## src/rtl/tone_volume_ctrl.sv

```systemverilog
// Purpose: turns debounced key/volume/octave/mute levels into note_gen divider and amplitude.
// Latency: one clk from an input change to the registered outputs.
// Backpressure: none; note_gen consumes the outputs continuously, inputs are sampled every cycle.
//
// Ports:
//   clk, rst_n        clock; synchronous reset, asserted when rst_n is HIGH
//   key_in            NUM_KEYS debounced note keys, 1 = pressed, lowest index wins
//   vol_up/vol_down   volume step buttons (levels; a rising level is one press)
//   oct_up/oct_down   octave step buttons (levels; range 0..2)
//   mute_tgl          mute toggle button (level)
//   note_div          divider for note_gen, 0 = silence
//   amp_pos/amp_neg   signed amplitude pair, amp_neg = -amp_pos
//   vol_level, octave current volume step and octave (0 low, 1 middle, 2 high)
//   note_valid        high while a note is playing or releasing
module tone_volume_ctrl #(
    parameter int                        NUM_KEYS    = 3,
    parameter int                        DIV_W       = 22,
    parameter int                        AMP_W       = 16,
    parameter int                        VOL_LEVELS  = 8,
    parameter int                        VOL_DEFAULT = 3,
    parameter logic [NUM_KEYS*DIV_W-1:0] BASE_DIVS   = {22'd303030, 22'd340136, 22'd381679},
    parameter int                        RELEASE_CYC = 5_000_000
) (
    input  logic                          clk,
    input  logic                          rst_n,
    input  logic [NUM_KEYS-1:0]           key_in,
    input  logic                          vol_up,
    input  logic                          vol_down,
    input  logic                          oct_up,
    input  logic                          oct_down,
    input  logic                          mute_tgl,
    output logic [DIV_W-1:0]              note_div,
    output logic signed [AMP_W-1:0]       amp_pos,
    output logic signed [AMP_W-1:0]       amp_neg,
    output logic [$clog2(VOL_LEVELS)-1:0] vol_level,
    output logic [1:0]                    octave,
    output logic                          note_valid
);

    localparam int VOL_W    = $clog2(VOL_LEVELS);
    localparam int SEL_W    = (NUM_KEYS > 1) ? $clog2(NUM_KEYS) : 1;
    localparam int REL_W    = (RELEASE_CYC > 1) ? $clog2(RELEASE_CYC) : 1;
    localparam int REL_LAST = (RELEASE_CYC > 0) ? RELEASE_CYC - 1 : 0;
    localparam int AMP_STEP = ((2 ** (AMP_W - 1)) - 1) / VOL_LEVELS;

    localparam logic [VOL_W-1:0] VOL_MAX = VOL_W'(VOL_LEVELS - 1);
    localparam logic [VOL_W-1:0] VOL_RST = VOL_W'(VOL_DEFAULT);
    localparam logic [1:0]       OCT_MAX = 2'd2;

    // Control button bit order inside the edge detector.
    localparam int B_VU = 0;
    localparam int B_VD = 1;
    localparam int B_OU = 2;
    localparam int B_OD = 3;
    localparam int B_MT = 4;

    typedef enum logic [1:0] {
        S_IDLE = 2'd0,
        S_PLAY = 2'd1,
        S_REL  = 2'd2
    } state_t;

    state_t             state;
    logic [SEL_W-1:0]   sel_q;
    logic [REL_W-1:0]   rel_cnt;
    logic               mute;
    logic [4:0]         ctl_prev;

    logic [4:0]         ctl_now;
    logic [4:0]         ctl_evt;
    logic [VOL_W-1:0]   vol_nxt;
    logic [1:0]         oct_nxt;
    logic               mute_nxt;
    logic               any_key;
    logic [SEL_W-1:0]   sel_now;
    logic [DIV_W-1:0]   base_now;
    logic [DIV_W-1:0]   base_held;
    logic [DIV_W-1:0]   div_now;
    logic [DIV_W-1:0]   div_held;
    logic [AMP_W-1:0]   amp_full;
    logic [AMP_W-1:0]   amp_play;
    logic [AMP_W-1:0]   amp_rel;

    // ------------------------------------------------------------------
    // Button edge events: one event per rising level.
    // ------------------------------------------------------------------
    assign ctl_now = {mute_tgl, oct_down, oct_up, vol_down, vol_up};
    assign ctl_evt = ctl_now & ~ctl_prev;

    // Saturating volume/octave steps; opposing events in the same cycle cancel.
    always_comb begin
        vol_nxt = vol_level;
        if (ctl_evt[B_VU] && !ctl_evt[B_VD] && (vol_level != VOL_MAX)) begin
            vol_nxt = vol_level + VOL_W'(1);
        end else if (ctl_evt[B_VD] && !ctl_evt[B_VU] && (vol_level != '0)) begin
            vol_nxt = vol_level - VOL_W'(1);
        end
    end

    always_comb begin
        oct_nxt = octave;
        if (ctl_evt[B_OU] && !ctl_evt[B_OD] && (octave != OCT_MAX)) begin
            oct_nxt = octave + 2'd1;
        end else if (ctl_evt[B_OD] && !ctl_evt[B_OU] && (octave != 2'd0)) begin
            oct_nxt = octave - 2'd1;
        end
    end

    assign mute_nxt = mute ^ ctl_evt[B_MT];

    // ------------------------------------------------------------------
    // Key priority: scanning downwards leaves the lowest pressed index.
    // ------------------------------------------------------------------
    assign any_key = |key_in;

    always_comb begin
        sel_now = '0;
        for (int i = NUM_KEYS - 1; i >= 0; i--) begin
            if (key_in[i]) begin
                sel_now = SEL_W'(i);
            end
        end
    end

    // Base divider for the freshly selected key and for the latched key.
    always_comb begin
        base_now  = '0;
        base_held = '0;
        for (int i = 0; i < NUM_KEYS; i++) begin
            if (sel_now == SEL_W'(i)) begin
                base_now = BASE_DIVS[i*DIV_W +: DIV_W];
            end
            if (sel_q == SEL_W'(i)) begin
                base_held = BASE_DIVS[i*DIV_W +: DIV_W];
            end
        end
    end

    // Lower octave doubles the period, higher octave halves it.
    function automatic logic [DIV_W-1:0] oct_div(input logic [DIV_W-1:0] base,
                                                 input logic [1:0]       oct);
        case (oct)
            2'd0:    return base << 1;
            2'd2:    return base >> 1;
            default: return base;
        endcase
    endfunction

    // Outputs are built from the post-edge octave/volume/mute so a button
    // press shows up on the same edge that registers it.
    assign div_now  = oct_div(base_now, oct_nxt);
    assign div_held = oct_div(base_held, oct_nxt);

    assign amp_full = AMP_W'(AMP_STEP * (int'(vol_nxt) + 1));
    assign amp_play = mute_nxt ? '0 : amp_full;
    assign amp_rel  = mute_nxt ? '0 : (amp_full >> 1);

    // ------------------------------------------------------------------
    // Control registers, state machine and registered outputs.
    // ------------------------------------------------------------------
    always_ff @(posedge clk) begin
        if (rst_n) begin
            // Edge detector loads the live levels so a held button is not an event.
            ctl_prev   <= ctl_now;
            vol_level  <= VOL_RST;
            octave     <= 2'd1;
            mute       <= 1'b0;
            state      <= S_IDLE;
            sel_q      <= '0;
            rel_cnt    <= '0;
            note_div   <= '0;
            amp_pos    <= '0;
            amp_neg    <= '0;
            note_valid <= 1'b0;
        end else begin
            ctl_prev  <= ctl_now;
            vol_level <= vol_nxt;
            octave    <= oct_nxt;
            mute      <= mute_nxt;

            // Silence unless the next state says otherwise.
            note_div   <= '0;
            amp_pos    <= '0;
            amp_neg    <= '0;
            note_valid <= 1'b0;

            case (state)
                S_IDLE: begin
                    if (any_key) begin
                        state      <= S_PLAY;
                        sel_q      <= sel_now;
                        note_div   <= div_now;
                        amp_pos    <= amp_play;
                        amp_neg    <= -amp_play;
                        note_valid <= 1'b1;
                    end
                end

                S_PLAY: begin
                    if (any_key) begin
                        sel_q      <= sel_now;
                        note_div   <= div_now;
                        amp_pos    <= amp_play;
                        amp_neg    <= -amp_play;
                        note_valid <= 1'b1;
                    end else if (RELEASE_CYC == 0) begin
                        state <= S_IDLE;
                    end else begin
                        // Key-up: keep sounding the last key at half amplitude.
                        state      <= S_REL;
                        rel_cnt    <= '0;
                        note_div   <= div_held;
                        amp_pos    <= amp_rel;
                        amp_neg    <= -amp_rel;
                        note_valid <= 1'b1;
                    end
                end

                S_REL: begin
                    if (any_key) begin
                        state      <= S_PLAY;
                        sel_q      <= sel_now;
                        note_div   <= div_now;
                        amp_pos    <= amp_play;
                        amp_neg    <= -amp_play;
                        note_valid <= 1'b1;
                    end else if (rel_cnt == REL_W'(REL_LAST)) begin
                        state   <= S_IDLE;
                        rel_cnt <= '0;
                    end else begin
                        rel_cnt    <= rel_cnt + REL_W'(1);
                        note_div   <= div_held;
                        amp_pos    <= amp_rel;
                        amp_neg    <= -amp_rel;
                        note_valid <= 1'b1;
                    end
                end

                default: begin
                    state <= S_IDLE;
                end
            endcase
        end
    end

endmodule

```

## config.mk

```make
export PLATFORM = sky130hd
export DESIGN_NAME = tone_volume_ctrl
export DESIGN_NICKNAME = d
export VERILOG_FILES = /design/src/rtl/tone_volume_ctrl.sv
export SDC_FILE = /design/constraint.sdc
export NUM_CORES = 1
export LEC_CHECK = 0
export ABC_AREA = 1
export CORE_ASPECT_RATIO = 1.2
export CORE_MARGIN = 10
export CORE_UTILIZATION = 25
export CTS_CLUSTER_SIZE = 28
export DETAILED_ROUTE_END_ITERATION = 12
export GPL_TIMING_DRIVEN = 0
export PLACE_DENSITY = 0.49
export SYNTH_ARGS = -nofsm -noshare
export SYNTH_HDL_FRONTEND = slang
export SYNTH_SLANG_ARGS = --single-unit
```

## constraint.sdc

```tcl
create_clock -name clk -period 5.2 [get_ports clk]
set_input_delay 1.04 -clock clk [delete_from_list [all_inputs] [get_ports clk]]
set_output_delay 1.04 -clock clk [all_outputs]
set_load 0.01 [all_outputs]
```

==> results of run 1 <==
-- kinds of logic after synthesis --
kind of cell,Yosys count,share of synthesized area (%)
compound gates,145,15.7
xor+xnor,8,1.28
fa+ha+maj,31,8.05
buf+inv,142,10.5
flops,90,32.9
other cells,1,0.0686
simple gates,376,31.5
-- stage by stage --
step / setup WS, ns / TNS (ns) / power, mW
2_1_floorplan: 0.0130 / 0 / 2.54
3_5_place_dp: -1.19 / -19.18 / 3.19
6_report: 0.0588 / 0 / 4.47
5_1_grt: -0.179 / -1.35 / 4.84
3_3_place_gp: -1.19 / -19.06 / 3.21
4_1_cts: 0.000988 / 0 / 4.18
-- final timing paths --
check | from | endpoint | depth (start not counted) | slack, ns
worst max register to register | vol_level[0] | amp_neg[8] | 29 | 0.17
worst min-delay path | rel_cnt[21] | rel_cnt[21] | 2 | 0.47
worst min register to register | rel_cnt[21] | rel_cnt[21] | 2 | 0.47
worst max-delay path | vol_down | amp_neg[8] | 29 | 0.06
-- repair_timing --
| item | CTS | global route |
|---|---|---|
| setup endpoints to repair | 24 | 12 |
| pin swaps | 25 | 39 |
| setup buffers | 21 | 5 |
| gates resized for setup | 38 | 45 |
-- report_power, final --
part | switching (mW) | internal (mW)
Combinational | 1.82 | 1.21
Sequential | 0.0323 | 0.795
Clock | 0.279 | 0.338
Total | 2.13 | 2.34
-- area by class of cell --
class                   count  area, um2  area share (%)
multi-input cells         562       3470            47.4
inverters                 115        442            6.02
clock buffers              12        246            3.36
plain buffers              27        140            1.91
well taps                 274        343            4.67
clock inverters             4       27.5           0.375
flip-flops and latches     90       1800            24.6
repair buffers             92        860            11.7
-- worst max-delay path, delay by kind of cell --
family	cells	cell delay [ns]
adder cells (fa/ha/maj)	5	2.05
buffers and inverters	9	0.70
XOR/XNOR	1	0.12
AO/OA/AOI/OAI	3	0.54
AND/OR/NAND/NOR	11	0.99
-- registers in the layout, indices dropped and copies added, names as in the netlist --
name and cells:
amp_neg 15, sel_q 2, mute 1, rel_cnt 23
vol_level 3, ctl_prev 5, note_div 20, state 2
note_valid 1, octave 2, amp_pos 16
-- cells in the final DEF, fill, tap and decap left out, drive strengths merged, types with 2 or more instances in the layout --
master,count
xor2,5
nand3,54
nand3b,5
o211ai,7
clkdlybuf4s50,64
xnor2,3
clkinv,4
a22oi,3
ha,24
nand4,15
o22ai,4
a21oi,55
nand2,180
dfxtp,90
fa,7
nor4,3
clkbuf,28
o21bai,2
a221oi,7
buf,39
inv,115
o21ai,49
nor2,104
a211oi,8
conb,2
a31oi,2
o221ai,2
nor3,13
-- per-layer routing --
layer  vias to the layer above  share of wire, %  GRT usage [%]
met5                         -                 0              0
met3                        24               5.9           2.70
li1                       2799                 -              -
met1                      2586                41           14.2
met2                       154                51           22.2
met4                         0               1.7           4.05
==> results.cfg, run 1 <==
[grt]
grt_pass1_wl_mm = 28.2
grtUsageTotal_pct = 12.4
first_global_vias = 5526
grt_max_degree = 15
grt_antenna_before_repair = 0
overflow = 0

[cells_and_area]
fillers = 2337
fin_area_um2 = 7340
instances_no_fill = 1176
fin_nets = 938
antennaDiodeCount = 0
finish.utilization_pct = 33.9
areaGrowthSynthToFinish_pct = 34.1
layout-drive-gt1-share_pct = 19.5

[sta]
fin_crit_ns = 5.14
hold_viol = 0
period_share_pct = 98.9
hold_ws_ns = 0.466
rsz0062_at_grt = yes
skew_ns = 0.0130
drv_slew = 0
slew_headroom_pct = 38.5
setup_viol = 0
worstMarginPinSlew_ns = 0.922
fmax_mhz = 195

[placed_design]
dp_cells = 1134
dpl-instance-area_um2 = 6610
place_hpwl_mm = 13.5
gpl.final_weighted_congestion = 0.918
io_buffers = 66

[power_and_ir_drop]
leakage_nw = 3.11
power_density_nw_per_um2 = 610
irDropWorstVdd_uv = 443

[synth]
synth_area_per_cell_um2 = 6.90
synth_edf_count = 0
async_flop_share_pct = 0
synth_flop_cell = dfxtp_1
synth_area_leaders = dfxtp_1 33%, nand2_1 12%, inv_1 7.0%
synth_top_area_share_pct = 32.9
yosys_warnings = 0
synth.most_common_cell = nand2_1
syn_inst = 793
yosysUniqueCellTypes = 55
yosysTopAreaCell = dfxtp_1
ys_ff_latch = 90
seq_area_frac_synth_pct = 32.9
synth_common_cells = 169 x nand2_1, 102 x inv_1, 94 x nor2_1, 90 x dfxtp_1, 54 x a21oi_1
synth_area_um2 = 5470

[clock_network]
clk_pin_slew_worst_paths_ns = 0.07
cts-root-buf = clkbuf_16
cts_max_path_buffers = 2
hold_buffers = 0
cts-buffers-inserted = 9
cts_tree = yes
worstSkewPairLatency_ns = 0.35
h-tree-depth = 3
cts_num_sinks = 90

[floorplanning]
die_y_um = 182
core-area_um2 = 21600
rows = 59
start_util_pct = 25.3
io_pins = 70
die_width_um = 155
dieArea_um2 = 28200

[routing]
drtIter0Drc = 459
dr.pass1.iters = 5
antenna_left = 0
drc_errors = 0
vias_per_cell = 4.73
totalWireLength_mm = 17.9
via_count = 5563
post_drt_wl_per_cell_um = 15.2

[setup_path]
cp_slowest_cell = fa_2
cp-start-kind = primary input
required_ns = 5.50
crit_fanout = 4
max_stage_delay_ns = 0.59
crit_type = primary input to register
end_kind = register
crit_arrival_ns = 5.44

[min_path]
hold_class = register to register

[run_status]
outcome = finished, final reports clean

[run]
drv_cap = 0
No activity file was read; power rests on OpenSTA's default activity.
==> inputs of run 2 (changes only) <==
SLEW_MARGIN = 30   (was not set)
==> results of run 2 <==
Same layout as run 1: the final DEF is identical, and so are final timing and power.
